`src/rtl/hs_memory_if.sv`:
```
`timescale 1ns/1ps
`default_nettype none
// ============================================================================
//  Module   : hs_memory_if
//  Purpose  : Valid/ready request and response channels of hs_memory.
//  Ports    : none; signals are reached through the modports
//             master - request producer / response consumer
//             slave  - memory side (hs_memory)
//  Signals  : req_valid, req_ready, req_we, req_addr, req_wdata, req_be,
//             rsp_valid, rsp_ready, rsp_rdata
//  Revision : 1.0 - initial release
// ============================================================================
interface hs_memory_if #(
  parameter int DATA_WIDTH = 16,
  parameter int BYTE_WIDTH = 8,
  parameter int ADDR_WIDTH = 4
) ();
  localparam int BE_WIDTH = DATA_WIDTH / BYTE_WIDTH;

  logic                  req_valid;
  logic                  req_ready;
  logic                  req_we;
  logic [ADDR_WIDTH-1:0] req_addr;
  logic [DATA_WIDTH-1:0] req_wdata;
  logic [BE_WIDTH-1:0]   req_be;
  logic                  rsp_valid;
  logic                  rsp_ready;
  logic [DATA_WIDTH-1:0] rsp_rdata;

  modport master (
    output req_valid, req_we, req_addr, req_wdata, req_be, rsp_ready,
    input  req_ready, rsp_valid, rsp_rdata
  );

  modport slave (
    input  req_valid, req_we, req_addr, req_wdata, req_be, rsp_ready,
    output req_ready, rsp_valid, rsp_rdata
  );
endinterface
`default_nettype wire

```
`src/rtl/hs_memory.sv`:
```
`timescale 1ns/1ps
`default_nettype none
// ============================================================================
//  Module   : hs_memory
//  Purpose  : Single-port RAM with valid/ready request and response channels,
//             per-byte write enables, 1- or 2-cycle read latency and a
//             credit-limited first-word-fall-through response FIFO. A
//             hardware sweep fills every word with INIT_VALUE after reset or
//             on clear.
//  Ports    : clk    - clock
//             reset  - synchronous active-high reset
//             clear  - pulse: restart the init sweep
//             busy   - init sweep in progress
//             bus    - hs_memory_if.slave request/response channels
//  Revision : 1.0 - initial release
// ============================================================================
module hs_memory #(
  parameter int                    DATA_WIDTH   = 16,
  parameter int                    BYTE_WIDTH   = 8,
  parameter int                    ADDR_WIDTH   = 4,
  parameter logic [DATA_WIDTH-1:0] INIT_VALUE   = '1,
  parameter int                    READ_LATENCY = 1,
  parameter int                    RSP_DEPTH    = 2
) (
  input  logic        clk,
  input  logic        reset,
  input  logic        clear,
  output logic        busy,
  hs_memory_if.slave  bus
);

  localparam int BE_WIDTH = DATA_WIDTH / BYTE_WIDTH;
  localparam int DEPTH    = 2 ** ADDR_WIDTH;
  localparam int PTR_W    = (RSP_DEPTH > 1) ? $clog2(RSP_DEPTH) : 1;
  localparam int CNT_W    = $clog2(RSP_DEPTH + 1);

  localparam logic [0:0]            c_ST_INIT   = 1'b0;
  localparam logic [0:0]            c_ST_RUN    = 1'b1;
  localparam logic [ADDR_WIDTH-1:0] c_LAST_ADDR = '1;
  localparam logic [PTR_W-1:0]      c_PTR_LAST  = PTR_W'(RSP_DEPTH - 1);
  localparam logic [CNT_W-1:0]      c_CREDITS   = CNT_W'(RSP_DEPTH);

  logic [0:0]            r_state;
  logic [ADDR_WIDTH-1:0] r_sweep_addr;
  logic [DATA_WIDTH-1:0] r_mem [DEPTH];

  logic [CNT_W-1:0]      r_outstanding;
  logic [CNT_W-1:0]      r_fifo_count;
  logic [PTR_W-1:0]      r_wr_ptr;
  logic [PTR_W-1:0]      r_rd_ptr;
  logic [DATA_WIDTH-1:0] r_fifo [RSP_DEPTH];

  logic                  w_accept;
  logic                  w_wr_acc;
  logic                  w_rd_acc;
  logic                  w_pop;
  logic                  w_push;
  logic                  w_nonempty;
  logic [DATA_WIDTH-1:0] w_push_data;

  // --------------------------------------------------------------------------
  // Handshake. req_ready depends only on registers so a requester can
  // present valid combinationally from ready without forming a loop.
  // --------------------------------------------------------------------------
  assign busy          = (r_state == c_ST_INIT);
  assign bus.req_ready = (r_state == c_ST_RUN) && (r_outstanding < c_CREDITS);

  assign w_accept   = bus.req_valid && bus.req_ready && !reset;
  assign w_wr_acc   = w_accept && bus.req_we;
  assign w_rd_acc   = w_accept && !bus.req_we;

  assign w_nonempty    = (r_fifo_count != '0);
  assign bus.rsp_valid = w_nonempty;
  // Head entry is held until popped, so data is stable under backpressure.
  assign bus.rsp_rdata = w_nonempty ? r_fifo[r_rd_ptr] : '0;
  assign w_pop         = w_nonempty && bus.rsp_ready;

  // --------------------------------------------------------------------------
  // Init / run state machine and sweep address
  // --------------------------------------------------------------------------
  always_ff @(posedge clk) begin
    if (reset || clear) begin
      r_state      <= c_ST_INIT;
      r_sweep_addr <= '0;
    end else if (r_state == c_ST_INIT) begin
      if (r_sweep_addr == c_LAST_ADDR) begin
        r_state <= c_ST_RUN;
      end
      r_sweep_addr <= r_sweep_addr + ADDR_WIDTH'(1);
    end
  end

  // --------------------------------------------------------------------------
  // Storage array. Sweep and request writes never coincide because
  // req_ready is low throughout INIT.
  // --------------------------------------------------------------------------
  always_ff @(posedge clk) begin
    if (!reset) begin
      if (r_state == c_ST_INIT) begin
        // A clear restarts the sweep; the word at the current address is
        // rewritten later in the new pass.
        if (!clear) begin
          r_mem[r_sweep_addr] <= INIT_VALUE;
        end
      end else if (w_wr_acc) begin
        for (int i = 0; i < BE_WIDTH; i++) begin
          if (bus.req_be[i]) begin
            r_mem[bus.req_addr][i*BYTE_WIDTH +: BYTE_WIDTH] <=
              bus.req_wdata[i*BYTE_WIDTH +: BYTE_WIDTH];
          end
        end
      end
    end
  end

  // --------------------------------------------------------------------------
  // Read pipeline: the array is sampled at the accept edge. Latency 1 pushes
  // straight into the FIFO on that edge; latency 2 holds the word for one
  // extra stage.
  // --------------------------------------------------------------------------
  generate
    if (READ_LATENCY == 1) begin : g_lat1
      assign w_push      = w_rd_acc;
      assign w_push_data = r_mem[bus.req_addr];
    end else begin : g_lat2
      logic                  r_s1_valid;
      logic [DATA_WIDTH-1:0] r_s1_data;

      always_ff @(posedge clk) begin
        if (reset) begin
          r_s1_valid <= 1'b0;
          r_s1_data  <= '0;
        end else begin
          r_s1_valid <= w_rd_acc;
          if (w_rd_acc) begin
            r_s1_data <= r_mem[bus.req_addr];
          end
        end
      end

      assign w_push      = r_s1_valid;
      assign w_push_data = r_s1_data;
    end
  endgenerate

  // --------------------------------------------------------------------------
  // Response FIFO. Pushes never find it full: every push was preceded by a
  // read accept that consumed one of RSP_DEPTH credits.
  // --------------------------------------------------------------------------
  always_ff @(posedge clk) begin
    if (w_push && !reset) begin
      r_fifo[r_wr_ptr] <= w_push_data;
    end
  end

  always_ff @(posedge clk) begin
    if (reset) begin
      r_wr_ptr     <= '0;
      r_rd_ptr     <= '0;
      r_fifo_count <= '0;
    end else begin
      if (w_push) begin
        r_wr_ptr <= (r_wr_ptr == c_PTR_LAST) ? '0 : r_wr_ptr + PTR_W'(1);
      end
      if (w_pop) begin
        r_rd_ptr <= (r_rd_ptr == c_PTR_LAST) ? '0 : r_rd_ptr + PTR_W'(1);
      end
      if (w_push && !w_pop) begin
        r_fifo_count <= r_fifo_count + CNT_W'(1);
      end else if (w_pop && !w_push) begin
        r_fifo_count <= r_fifo_count - CNT_W'(1);
      end
    end
  end

  // Credits cover both the read pipeline and the FIFO.
  always_ff @(posedge clk) begin
    if (reset) begin
      r_outstanding <= '0;
    end else if (w_rd_acc && !w_pop) begin
      r_outstanding <= r_outstanding + CNT_W'(1);
    end else if (w_pop && !w_rd_acc) begin
      r_outstanding <= r_outstanding - CNT_W'(1);
    end
  end

endmodule
`default_nettype wire

```
`src/flat_wrapper.sv`:
```
// flat-port wrapper written by rule: the top's interface ports become plain ports
module hs_memory_flat 
#(
  parameter int                    DATA_WIDTH   = 16,
  parameter int                    BYTE_WIDTH   = 8,
  parameter int                    ADDR_WIDTH   = 4,
  parameter logic [DATA_WIDTH-1:0] INIT_VALUE   = '1,
  parameter int                    READ_LATENCY = 1,
  parameter int                    RSP_DEPTH    = 2
)
  (clk, reset, clear, busy, bus_req_valid, bus_req_we, bus_req_addr, bus_req_wdata, bus_req_be, bus_rsp_ready, bus_req_ready, bus_rsp_valid, bus_rsp_rdata);
  hs_memory_if #(.DATA_WIDTH(DATA_WIDTH), .BYTE_WIDTH(BYTE_WIDTH), .ADDR_WIDTH(ADDR_WIDTH)) bus_i ();
  input  logic clk;
  input  logic reset;
  input  logic clear;
  output logic busy;
  input wire logic [$bits(bus_i.req_valid)-1:0] bus_req_valid;
  input wire logic [$bits(bus_i.req_we)-1:0] bus_req_we;
  input wire logic [$bits(bus_i.req_addr)-1:0] bus_req_addr;
  input wire logic [$bits(bus_i.req_wdata)-1:0] bus_req_wdata;
  input wire logic [$bits(bus_i.req_be)-1:0] bus_req_be;
  input wire logic [$bits(bus_i.rsp_ready)-1:0] bus_rsp_ready;
  output wire logic [$bits(bus_i.req_ready)-1:0] bus_req_ready;
  output wire logic [$bits(bus_i.rsp_valid)-1:0] bus_rsp_valid;
  output wire logic [$bits(bus_i.rsp_rdata)-1:0] bus_rsp_rdata;
  assign bus_i.req_valid = bus_req_valid;
  assign bus_i.req_we = bus_req_we;
  assign bus_i.req_addr = bus_req_addr;
  assign bus_i.req_wdata = bus_req_wdata;
  assign bus_i.req_be = bus_req_be;
  assign bus_i.rsp_ready = bus_rsp_ready;
  assign bus_req_ready = bus_i.req_ready;
  assign bus_rsp_valid = bus_i.rsp_valid;
  assign bus_rsp_rdata = bus_i.rsp_rdata;
  hs_memory #(.DATA_WIDTH(DATA_WIDTH), .BYTE_WIDTH(BYTE_WIDTH), .ADDR_WIDTH(ADDR_WIDTH), .INIT_VALUE(INIT_VALUE), .READ_LATENCY(READ_LATENCY), .RSP_DEPTH(RSP_DEPTH)) u_core (.clk(clk), .reset(reset), .clear(clear), .busy(busy), .bus(bus_i));
endmodule
```
`config.mk`:
```
export PLATFORM = sky130hd
export DESIGN_NAME = hs_memory_flat
export DESIGN_NICKNAME = d
export VERILOG_FILES = /design/src/rtl/hs_memory_if.sv /design/src/rtl/hs_memory.sv /design/src/flat_wrapper.sv
export SDC_FILE = /design/constraint.sdc
export NUM_CORES = 1
export LEC_CHECK = 0
export ABC_AREA = 1
export CORE_MARGIN = 1
export CORE_UTILIZATION = 45
export CTS_CLUSTER_DIAMETER = 120
export DETAILED_ROUTE_END_ITERATION = 10
export PLACE_DENSITY = 0.68
export RECOVER_POWER = 25
export SYNTH_ARGS = -nofsm -noshare
export SYNTH_HDL_FRONTEND = slang
export SYNTH_SLANG_ARGS = --single-unit
```
`constraint.sdc`:
```
create_clock -name clk -period 7.1 [get_ports clk]
set_clock_uncertainty 0.15 [all_clocks]
set_input_delay 1.42 -clock clk [delete_from_list [all_inputs] [get_ports clk]]
set_output_delay 1.42 -clock clk [all_outputs]
set_load 0.005 [all_outputs]
```
# Word level (Yosys, flattened, before mapping)
# Memory sizes are Yosys's and may differ from the RTL's. A register that Yosys moved wholly into a read port is not among the register bits.
# Cells that the tools add are included.
# word_totals
regBits	11
latchBits	0
ramBits	288
rom_bits	0
output_inout_bits	19
elab_cells	65
memories	2
# mem_list
name	depth	word_bits	read_ports	rd_clocked_by_memory_dff	write_ports	line_no	source
u_core.r_mem	16	16	1	0	1	hs_memory.sv:45	logic [DATA_WIDTH-1:0] r_mem [DEPTH];
u_core.r_fifo	2	16	1	1	1	hs_memory.sv:51	logic [DATA_WIDTH-1:0] r_fifo [RSP_DEPTH];
# classes
n_addsub	7
multipliers	0
n_div	0
order_cmp	1
n_eq_ne	1
shift	0
muxes	30
n_bitwise	1
n_reduce_logical	17
# ops
op	n
16-bit two-way mux	2
1-bit two-way mux	22
16-bit OR reduction	1
2-bit two-way mux	5
1-bit logical AND	9
2-bit by 1-bit adder with 2-bit output (second input constant)	2
4-bit by 1-bit adder with 4-bit output (second input constant)	1
4-bit == test (second input constant)	1
1-bit logical NOT	4
4-bit two-way mux	1
2-bit nonzero test	2
2-bit by 1-bit subtractor with 2-bit output (second input constant)	2
1-bit adder (second input constant)	2
2-bit less-than comparator (second input constant)	1
1-bit logical OR	1
1-bit inverter	1

# Logic depth before layout (Yosys ltp)
# Gate-level depths: netlist of the first run.
# depth
ltp_word	11
mapped_depth	12
ltp_nobuf	11

# Worst setup path after synthesis of the first run
# Ideal clock, no wire load.
# synth_path
path_type	input to register
from	input reset
to	memory u_core.r_fifo[0][0], enable pin
arrival_ns	2.834
setup_slack_ns	3.727
cell_stages	7
path_buffers	1
path_cell_list	inv_2 nand2_1 nor2_4 buf_4 inv_2 or2_1 nor2_1
# synth_via
elab_chain_len	6
# synth_lines
item	line_no	source
start: declaration	flat_wrapper.sv:14	input logic reset;
1-bit logical NOT (*)	hs_memory.sv:68, hs_memory.sv:151	
1-bit logical AND	hs_memory.sv:68	assign w_accept = bus.req_valid && bus.req_ready && !reset;
1-bit logical AND	hs_memory.sv:70	assign w_rd_acc = w_accept && !bus.req_we;
1-bit logical AND (*)	hs_memory.sv:151	if (w_push && !reset) begin
1-bit two-way mux (*)	hs_memory.sv:151	
1-bit two-way mux (implied by the code) (*)	hs_memory.sv:152	r_fifo[r_wr_ptr] <= w_push_data;
end: declaration	hs_memory.sv:51	
# Mark *: on every way between the ends. The rest lies on a longest branch, timed or not.

# Worst setup path after layout of the first run
# layout_path
from	input reset
to	memory u_core.r_mem[2][2], enable pin
# layout_via
elab_chain_len	9
# layout_lines
item	line_no	source
1-bit logical NOT	hs_memory.sv:68	
1-bit logical AND	hs_memory.sv:68	
1-bit logical AND	hs_memory.sv:69	assign w_wr_acc = w_accept && bus.req_we;
1-bit two-way mux	hs_memory.sv:105	end else if (w_wr_acc) begin
1-bit two-way mux	hs_memory.sv:99	if (r_state == c_ST_INIT) begin
1-bit two-way mux	hs_memory.sv:98	if (!reset) begin
1-bit two-way mux (implied by the code)	hs_memory.sv:108	r_mem[bus.req_addr][i*BYTE_WIDTH +: BYTE_WIDTH] <=
16-bit OR reduction (no source line)	--	
4-bit two-way mux (no source line) / 2-bit two-way mux (equally long branches)	--	
end: declaration	hs_memory.sv:45	
# Parallel ways exist; a longest one is shown, timed or not.

==> results of run 1 <==
==> final timing paths <==
kind / startpoint / endpoint / slack (ps) / depth (start not counted)
max: reset / u_core.r_mem[2][2] / 1940 / 10
min: u_core.r_fifo_count[1] / u_core.r_fifo_count[1] / 310 / 2
max reg2reg: u_core.r_state / u_core.r_mem[2][2] / 3140 / 8
min reg2reg: u_core.r_fifo_count[1] / u_core.r_fifo_count[1] / 310 / 2
==> logic make-up after synthesis <==
| logic type | count (synthesis) | share of synthesized area (%) |
|---|---|---|
| buffers and inverters | 85 | 2.97 |
| AOI/OAI and AO/OA | 258 | 13.0 |
| DFF | 300 | 73.1 |
| adders and majority gates | 2 | 0.206 |
| and+or+nand+nor | 310 | 10.7 |
==> through the flow <==
step	setup WS, ps	total power [mW]	cell area [um2]	cells
5_1_grt	1470	3.77	13800	1337
2_1_floorplan	3730	2.09	12200	955
6_report	1940	3.68	13800	1337
4_1_cts	2580	3.69	13800	1337
3_5_place_dp	2060	2.18	12800	1282
3_3_place_gp	2170	2.17	12800	1282
==> worst max-delay path: cells and delay by family <==
kind	cells	cell delay, ps
and+or+nand+nor	7	2200
AOI/OAI and AO/OA	1	790
buffers and inverters	2	770
==> power groups by stage <==
stage | registers (mW) | clock network, mW | logic, mW
after floorplan | 1.96 | 0 | 0.129
after global placement | 1.97 | 0 | 0.208
after detailed placement | 1.97 | 0 | 0.212
after CTS | 1.93 | 1.55 | 0.213
after global routing | 1.93 | 1.61 | 0.234
final | 1.93 | 1.53 | 0.214
==> synth_stat cells, drive strengths merged <==
master	count	share of area (%)
clkinv	1	0.031
a32oi	2	0.21
o211ai	31	2.0
o221ai	34	2.4
nand4	1	0.051
nor2	190	6.3
a21oi	28	1.2
a211oi	1	0.062
nand2	84	2.7
clkbuf	38	1.2
o22ai	15	0.77
buf	25	1.1
nand3	18	0.74
edfxtp	288	71
o2111ai	8	0.58
inv	21	0.65
dfxtp	12	2.0
o21ai	139	5.7
ha	2	0.21
or2	17	0.88
==> per-layer routing <==
metal | track usage (%) | wire, um | vias to the layer above
met4 | 4.83 | 541 | 0
met3 | 3.41 | 2160 | 42
met1 | 31.4 | 13200 | 3792
met5 | 0 | 0 | -
li1 | - | - | 3567
met2 | 30.5 | 12500 | 358
==> state kept, by name, summed over array words and instances, names as in the netlist, named ones only <==
| name | cells |
|---|---|
| u_core.r_wr_ptr | 1 |
| u_core.r_outstanding | 2 |
| u_core.r_sweep_addr | 4 |
| u_core.r_state | 1 |
| u_core.r_rd_ptr | 1 |
| u_core.r_mem | 256 |
| u_core.r_fifo | 32 |
| u_core.r_fifo_count | 2 |
==> cell type report <==
class	count	area (um2)	area share, %
clock buffers	36	793	5.77
clock inverters	19	174	1.26
inverters	22	83.8	0.609
multi-input cells	570	2880	20.9
flip-flops and latches	300	8890	64.6
well taps	335	419	3.05
repair buffers	55	517	3.76
==> impl_metrics.json, run 1 <==
{
  "postRouteAntennaNets": 0,
  "max_slew_margin_pct": 0.452,
  "postCtsSetupBuffers": 0,
  "whs_ps": 314,
  "fin_crit_ps": 5160,
  "antenna_found_initial": 0,
  "cts_tree": "done",
  "grt_max_degree": 81,
  "num_antenna_cells": 0,
  "crit_chain": "dlygate4sd3_1, inv_1, nand2_1, nor2_1, o211ai_1, nand2_1, nand2_1, nor2_1, nand2_1, nor2_1",
  "clock_power_share_pct": 41.7,
  "syn_area_um2": 12200,
  "htreeDepth": 1,
  "slowest_stage": "o211ai_1",
  "outcome": "finished with violations",
  "cap_violations": 1,
  "crit_fanout": 24,
  "drive_gt1_share_pct": 7.68,
  "setup_viol": 0,
  "hp-class": "flip-flop to flip-flop",
  "vdd_drop_max_uv": 135,
  "drcViolationCount": 3,
  "hpwl_um": 17400,
  "clkTransAtPathRegs_ps": 60,
  "period_share_pct": 72.6,
  "start_util_pct": 46.3,
  "syn_avg_cell_area_um2": 12.7,
  "ys_ff_latch": 300,
  "fin_util_pct": 52.3,
  "fin_tns_setup_ps": 0,
  "fill_cells": 2220,
  "arrival_ps": 5200,
  "drtPass1Iterations": 9,
  "num_rows": 59,
  "numPortBuffers": 46,
  "num_vias": 7759,
  "grt_pass1_wl_um": 43300,
  "pwr-share-seq_pct": 52.4,
  "clock.fmax_mhz": 194,
  "switchingPower_uw": 807,
  "clk_latency_ps": 570,
  "cts_root_buffer": "clkbuf_16",
  "failed_checks": "design-rule violations, max-capacitance violations",
  "vias_per_cell": 5.80,
  "slew_viol_final": 0,
  "ios": 47,
  "fin_nets": 1009,
  "final_common_cell": "edfxtp_1",
  "ys_warn_count": 0,
  "core_area_um2": 26300,
  "internal_power_mw": 2.87,
  "cts_buffers": 30,
  "cp_common_cell": "nand2_1",
  "synth_seq_area_share_pct": 73.1,
  "worstMarginPinSlew_ps": 1490,
  "synthesis.nets": 985,
  "cp-end-kind": "flip-flop",
  "grt.total_usage_pct": 20.5,
  "hold_viol": 0,
  "rsz0062_at_grt": "false",
  "cts_hold_buf": 0,
  "synthCells": 955,
  "clockBufferDepth": 3,
  "powerDensity_nw_per_um2": 267,
  "cpPeakStageDelay_ps": 790,
  "grt_pass1_vias": 7304,
  "leakagePower_nw": 4.76,
  "swShare_pct": 21.9,
  "routed_wl_um": 28400,
  "drt_iter0_drc": 796,
  "required_ps": 7140,
  "cts.sinks": 300,
  "die_w_um": 166,
  "die_y_um": 166,
  "yosysUniqueCellTypes": 31,
  "area_delta_synth_final_pct": 13.2,
  "globalplace.congestion": 0.822,
  "final_cell_mix": "edfxtp_1 (288), nor2_1 (183), o21ai_0 (126)",
  "comb_power_share_pct": 5.8,
  "cp-start-kind": "input pin",
  "critPathKind": "input pin to flip-flop",
  "grt_overflow": 0,
  "dieArea_um2": 27700,
  "cts.repair.resized": 0,
  "wire_per_inst_um": 21.2
}
Note: power is estimated with default switching activity, not from simulation.
==> run 2, diff against run 1 <==
Clock period 7.1 ns to 5 ns, I/O delays scaled along.
==> impl_metrics.json, run 2 (synthesized netlist as in run 1, its figures left out) <==
{
  "outcome": "finished with violations",
  "failed_checks": "design-rule violations, max-capacitance violations, max-slew violations",
  "fin_total_pwr_mw": 5.30,
  "holdPathStages": 2,
  "hp-start": "u_core.r_fifo_count[1]",
  "finalNonFillerCells": 1352,
  "dieArea_um2": 27700,
  "cts.sinks": 300,
  "period_share_pct": 75.9,
  "cts_hold_buf": 0,
  "final_cell_mix": "edfxtp_1 (288), nor2_1 (182), o21ai_0 (126)",
  "largestRegisters": "u_core.r_mem x256, u_core.r_fifo x32, u_core.r_sweep_addr x4",
  "min_to": "u_core.r_fifo_count[1]",
  "numPortBuffers": 46,
  "setup_viol": 0,
  "worstMarginPinSlew_ps": 1540,
  "rr_endpoint": "u_core.r_outstanding[1]",
  "internal_power_mw": 4.20,
  "clk_latency_ps": 530,
  "ios": 47,
  "rsz0062_at_grt": "false",
  "comb_power_share_pct": 5.8,
  "clockBufferDepth": 3,
  "cp-start-kind": "flip-flop",
  "start_util_pct": 46.3,
  "grt_pass1_vias": 7436,
  "die_w_um": 166,
  "powerDensity_nw_per_um2": 381,
  "cts_tree": "done",
  "hp-class": "flip-flop to flip-flop",
  "max_slew_margin_pct": -3.23,
  "drcViolationCount": 3,
  "htreeDepth": 1,
  "globalplace.congestion": 0.816,
  "cap_violations": 1,
  "reg2reg_from": "u_core.r_fifo_count[1]",
  "area_delta_synth_final_pct": 14.5,
  "clock.fmax_mhz": 264,
  "antenna_found_initial": 0,
  "crit_fanout": 17,
  "cts_buffers": 29,
  "hold_viol": 0,
  "hpwl_um": 16900,
  "final_common_cell": "edfxtp_1",
  "fin_nets": 1025,
  "drtPass1Iterations": 8,
  "fin_util_pct": 53.0,
  "wire_per_inst_um": 20.7,
  "drt_iter0_drc": 931,
  "ff2ff_setup_slack_ps": 1980,
  "required_ps": 3850,
  "slew_viol_final": 18,
  "num_vias": 7803,
  "largest_reg_flops": 256,
  "startpoint": "u_core.r_fifo_count[1]",
  "grt_pass1_wl_um": 43800,
  "vdd_drop_max_uv": 236,
  "swShare_pct": 20.8,
  "multi_input_area_um2": 2910,
  "place_inst": 1299,
  "grt.total_usage_pct": 20.6,
  "fin_tns_setup_ps": 0,
  "postCtsSetupBuffers": 0,
  "fill_cells": 2221,
  "routed_wl_um": 28000,
  "r2r_cells": 8,
  "grt_max_degree": 83,
  "clock_power_share_pct": 42.7,
  "drive_gt1_share_pct": 8.55,
  "cts.repair.resized": 0,
  "arrival_ps": 2640,
  "num_rows": 59,
  "seq_area_um2": 8890,
  "num_antenna_cells": 0,
  "cts_root_buffer": "clkbuf_16",
  "grt_overflow": 0,
  "regMostFlops": "u_core.r_mem",
  "switchingPower_mw": 1.10,
  "die_y_um": 166,
  "critPathKind": "flip-flop to output port",
  "postRouteAntennaNets": 0,
  "vias_per_cell": 5.77,
  "pwr-share-seq_pct": 51.5,
  "cp-end-kind": "output port",
  "fin_crit_ps": 3790,
  "leakagePower_nw": 4.87,
  "clkTransAtPathRegs_ps": 60,
  "core_area_um2": 26300
}
-- run 2: area by class of cell --
type | count | share of cell area (%)
inverter | 22 | 0.602
clock inverter | 21 | 1.76
clock buffer | 32 | 5.29
tap | 335 | 3.01
multi-input combinational | 570 | 20.9
sequential | 300 | 63.8
timing repair buffer | 72 | 4.63
-- run 2: metrics by stage --
| step | setup slack (ps) | area [um2] | hold WS, ps |
|---|---|---|---|
| 2_1_floorplan | 2050 | 12200 | 289 |
| 3_3_place_gp | 1040 | 12900 | 310 |
| 3_5_place_dp | 972 | 12900 | 314 |
| 4_1_cts | 1530 | 13900 | 326 |
| 5_1_grt | 926 | 13900 | 363 |
| 6_report | 1210 | 13900 | 323 |
-- run 2: per-layer routing --
layer | routed length, um | global-route usage, % | part of all wire (%) | vias to the layer above
li1 | - | - | - | 3613
met1 | 12500 | 31.0 | 44 | 3785
met2 | 12900 | 32.2 | 46 | 366
met3 | 2210 | 2.50 | 7.9 | 39
met4 | 473 | 4.63 | 1.7 | 0
met5 | 0 | 0 | 0 | -
-- run 2: how the worst max path moves through the flow --
stage | slack, ps | to | depth (start not counted)
after floorplan | 2050 | u_core.r_fifo[0][0] | 7
after global placement | 1040 | u_core.r_mem[3][0] | 10
after detailed placement | 970 | u_core.r_mem[4][5] | 10
after CTS | 1530 | u_core.r_mem[4][0] | 10
after global routing | 930 | bus_rsp_valid | 3
final | 1210 | bus_rsp_rdata[11] | 3
-- run 2: power by group through the flow --
stage	sequential [mW]	clock, mW	combinational, mW
floorplan	2.79	0	0.183
global placement	2.79	0	0.302
detailed placement	2.79	0	0.306
CTS	2.73	2.28	0.307
global route	2.73	2.38	0.341
finish	2.73	2.26	0.308
-- run 2: critical path: stages, from the launching register on --
cell             delay, ps
dfxtp_1                310
nor2_1                1140
a21oi_1                130
clkdlybuf4s50_1        520
